**config.mk**
```make
export PLATFORM = sky130hd
export DESIGN_NAME = aes_final_round_stage
export DESIGN_NICKNAME = d
export VERILOG_FILES = /design/src/rtl/aes_pkg.sv /design/src/rtl/aes_shiftrows_comb.sv /design/src/rtl/aes_final_round_stage.sv
export SDC_FILE = /design/constraint.sdc
export NUM_CORES = 1
export LEC_CHECK = 0
export ABC_AREA = 1
export CAP_MARGIN = 40
export CORE_ASPECT_RATIO = 0.5
export CORE_UTILIZATION = 50
export CTS_CLUSTER_SIZE = 10
export DETAILED_ROUTE_END_ITERATION = 16
export GPL_TIMING_DRIVEN = 0
export PLACE_DENSITY = 0.92
export SYNTH_ARGS = -nofsm -noshare
export SYNTH_HDL_FRONTEND = slang
export SYNTH_SLANG_ARGS = --single-unit
```
**constraint.sdc**
```tcl
create_clock -name clk -period 1.35 [get_ports clk]
set_input_delay 0.2025 -clock clk [delete_from_list [all_inputs] [get_ports clk]]
set_output_delay 0.2025 -clock clk [all_outputs]
set_load 0.01 [all_outputs]
```
**src/rtl/aes_pkg.sv**
```systemverilog
// aes_pkg: shared AES state type and ShiftRows byte maps for the final-round stage.
package aes_pkg;
  typedef logic [127:0] aes_state_t;
  localparam int AES_BYTES = 16;
  // Output byte index -> source byte index; byte 0 is the most significant byte.
  localparam int SHIFTROWS_MAP [AES_BYTES] = '{0, 5, 10, 15, 4, 9, 14, 3, 8, 13, 2, 7, 12, 1, 6, 11};
  localparam int INV_SHIFTROWS_MAP [AES_BYTES] = '{0, 13, 10, 7, 4, 1, 14, 11, 8, 5, 2, 15, 12, 9, 6, 3};
endpackage

```
**src/rtl/aes_shiftrows_comb.sv**
```systemverilog
// aes_shiftrows_comb: combinational ShiftRows byte permutation.
// AES_INV_SHIFTROWS_EN adds an inv input selecting InvShiftRows.
module aes_shiftrows_comb
  import aes_pkg::*;
(
`ifdef AES_INV_SHIFTROWS_EN
  input  logic         inv,
`endif
  input  logic [127:0] d,
  output logic [127:0] q
);
  for (genvar i = 0; i < AES_BYTES; i++) begin : g_b
`ifdef AES_INV_SHIFTROWS_EN
    assign q[127-8*i -: 8] = inv ? d[127-8*INV_SHIFTROWS_MAP[i] -: 8] : d[127-8*SHIFTROWS_MAP[i] -: 8];
`else
    assign q[127-8*i -: 8] = d[127-8*SHIFTROWS_MAP[i] -: 8];
`endif
  end
endmodule

```
**src/rtl/aes_final_round_stage.sv**
```systemverilog
// aes_final_round_stage: two-stage back-pressurable ShiftRows + AddRoundKey pipeline.
// AES_INV_SHIFTROWS_EN adds an inv input selecting InvShiftRows per block.
module aes_final_round_stage
  import aes_pkg::*;
(
  input  logic         clk,
  input  logic         reset_n,
  input  logic         in_valid,
  output logic         iready,
`ifdef AES_INV_SHIFTROWS_EN
  input  logic         inv,
`endif
  input  logic [127:0] data,
  input  logic [127:0] round_key,
  output logic         oready,
  input  logic         out_ready,
  output logic [127:0] result
);
  logic       s1_valid, s2_valid, s2_load;
  aes_state_t s1_state, s1_key, s2_state, shifted;
  aes_shiftrows_comb u_sr (
`ifdef AES_INV_SHIFTROWS_EN
    .inv(inv),
`endif
    .d(data),
    .q(shifted)
  );
  // Each stage loads when empty or when its content moves forward this cycle.
  assign s2_load = !s2_valid || out_ready;
  assign iready  = !s1_valid || s2_load;
  assign oready  = s2_valid;
  assign result  = s2_state;
  always_ff @(posedge clk or negedge reset_n) begin
    if (!reset_n) begin
      s1_valid <= 1'b0;
      s2_valid <= 1'b0;
      s1_state <= '0;
      s1_key   <= '0;
      s2_state <= '0;
    end else begin
      if (iready) begin
        s1_valid <= in_valid;
        if (in_valid) begin
          s1_state <= shifted;
          s1_key   <= round_key;
        end
      end
      if (s2_load) begin
        s2_valid <= s1_valid;
        if (s1_valid) s2_state <= s1_state ^ s1_key;
      end
    end
  end
endmodule

```
==> qor.yml <==
worst_pin_slew_ps: 530
whs_ps: -407
firstDrtPassIters: 14
clockRootBuffer: "clkbuf_16"
dp_cells: 3003
rsz0062_at_grt: "yes"
syn_nets: 2431
slowest_delay_ps: 420
antenna_found_initial: 15
synth_cell_types: 12
grt_use_total: 0.332
violations: "DRC, hold timing, setup timing"
initial_core_util: 0.509
clk_pin_slew_ps: 60
finalSetupViolCount: 372
pwr-share-comb: 0.327
hold_path.class: "in2async"
finalNetCount: 2954
fmax_mhz: 526
fillers: 1872
end_kind: "flip-flop"
drt_drc_violations_left: 1
outcome: "finished, violations left"
p_switching_mw: 14.4
final_max_slew_viol_count: 0
seq_power_share: 0.409
die_y_um: 132
core_um2: 33100
crit_family: "buffers and inverters"
avgSynthCellArea_um2: 7.76
layout_common_cells: "nand2_1 (833), dfrtp_1 (386), clkdlybuf4s50_1 (257)"
gp_congestion: 0.941
hold_viol_final: 94
boundaryPins: 390
post_drt_wl_per_cell_um: 23.0
post-route-util: 0.761
io_buffers: 388
slew_headroom: 0.647
cts_num_sinks: 386
p_int_mw: 25.8
start_kind: "flip-flop"
cts_buffers: 44
dp_hpwl_um: 36900
grt_pass1_wl_um: 88200
yosys_warnings: 0
grt_pass1_vias: 16547
overflow: 0
fin_area_um2: 25200
cp_slowest_cell: "dfrtp_1"
grt_max_degree: 97
drt_wl_total_um: 72500
fp.dieW_um: 262
synthCells: 2171
post-route-period-util: 1.41
power.density_nw_per_um2: 1590
max-vdd-ir-drop_uv: 748
power_frac_clock: 0.263
fin_tns_setup_ps: -57380
crit_type: "reg2reg"
cts_htree_levels: 2
area_growth_pct: 49.4
crit_required_ps: 1660
dieArea_um2: 34500
seq_area_frac_synth: 0.573
path_max_fanout: 7
switching_share: 0.358
worstPathArrival_ps: 2210
p_leak_nw: 13.8
instances_no_fill: 3153
tritoncts: "yes"
crit_buf_inv: 4
clock_latency_ps: 560
ys_seq_elements: 386
placed_area_um2: 21400
crit_path_cell_trace: "nand3_4, buf_4, buf_12, nand2_8, clkbuf_16, buf_8, nand2_2, nand2_1"
layout_setup_ws_ps: -550
final_common_cell: "nand2_1"
pre_cts_ws_ps: -864
fin_crit_ps: 1900
rows: 47
clock_skew_ps: 24.8
via_per_inst: 5.97
vias: 18816
dr.first_iter.drc_count: 2983
synth_area_um2: 16900
cts.path.max_buffers: 3
drive_gt1_frac: 0.215
total_power_mw: 40.2
antenna_left: 0
drv_cap: 0
==> metal layers <==
layer | track usage | up-vias | share of wire
met1 | 0.400 | 8790 | 0.33
met2 | 0.541 | 1709 | 0.44
met3 | 0.0567 | 603 | 0.12
li1 | - | 7706 | -
met5 | 0 | - | 0.0010
met4 | 0.242 | 8 | 0.10
==> timing repair <==
item	4_1_cts	5_1_grt
setup buffers	33	17
gates resized for setup	742	319
setup endpoints to repair	560	453
cloned	15	33
pin swaps	43	58
endpoints found under the hold margin	94	94
==> path summary, 6_finish.rpt <==
path                                    from            end  slack, ps  cells after the start
worst max-delay path                  oready     s1_key[89]       -550                      8
worst min-delay path                 reset_n   s1_state[75]       -410                      1
max in group asynchronous            reset_n  s1_state[112]        280                      4
worst max register to register        oready     s1_key[89]       -550                      8
worst min register to register     result[0]      result[0]        480                      2
min in group clk                round_key[1]      s1_key[1]        200                      3
==> state kept, by name, indices dropped and copies added, names as in the netlist <==
register / flops
s1_state: 128
oready: 1
s1_valid: 1
s1_key: 128
result: 128
==> area by class of cell <==
cell class | instances | area, um^2 | share of cell area
antenna | 15 | 37.5 | 0.00149
buffer | 107 | 1300 | 0.0516
clock buffer | 46 | 1130 | 0.0449
clock inverter | 3 | 22.5 | 0.000894
inverter | 130 | 493 | 0.0196
multi-input combinational | 1543 | 6970 | 0.277
sequential | 386 | 9660 | 0.384
tap | 441 | 552 | 0.0219
timing repair buffer | 482 | 5010 | 0.199
==> logic make-up after synthesis <==
group,after synthesis,share of synthesized area
flops,386,0.573
buf+inv,243,0.0640
simple gates,1542,0.363
==> power groups by stage <==
stage / combinational [mW] / clock, mW / sequential (mW)
after floorplan: 4.04 / 0 / 16.3
after global placement: 9.67 / 0 / 15.9
after detailed placement: 10.1 / 0 / 16.0
after CTS: 10.5 / 10.5 / 15.9
after global routing: 13.9 / 11.0 / 16.6
final: 13.1 / 10.6 / 16.4
==> worst register-to-register path: cells and delay by family (launching register included) <==
family | cells | cell delay [ps]
buffers and inverters | 4 | 640
AND/OR/NAND/NOR | 4 | 590
flip-flops | 1 | 420
==> cell usage after synthesis <==
cell type	count	share of area
clkbuf_1	5	0.0011
nor2_1	256	0.057
inv_1	129	0.029
buf_1	1	0.00022
nand2_1	1028	0.23
nand3_2	1	0.00059
inv_2	1	0.00022
dfrtp_1	386	0.57
nand3_1	256	0.076
nand2_2	1	0.00037
buf_4	13	0.0058
buf_2	94	0.028
Note: power is estimated with default switching activity, not from simulation.
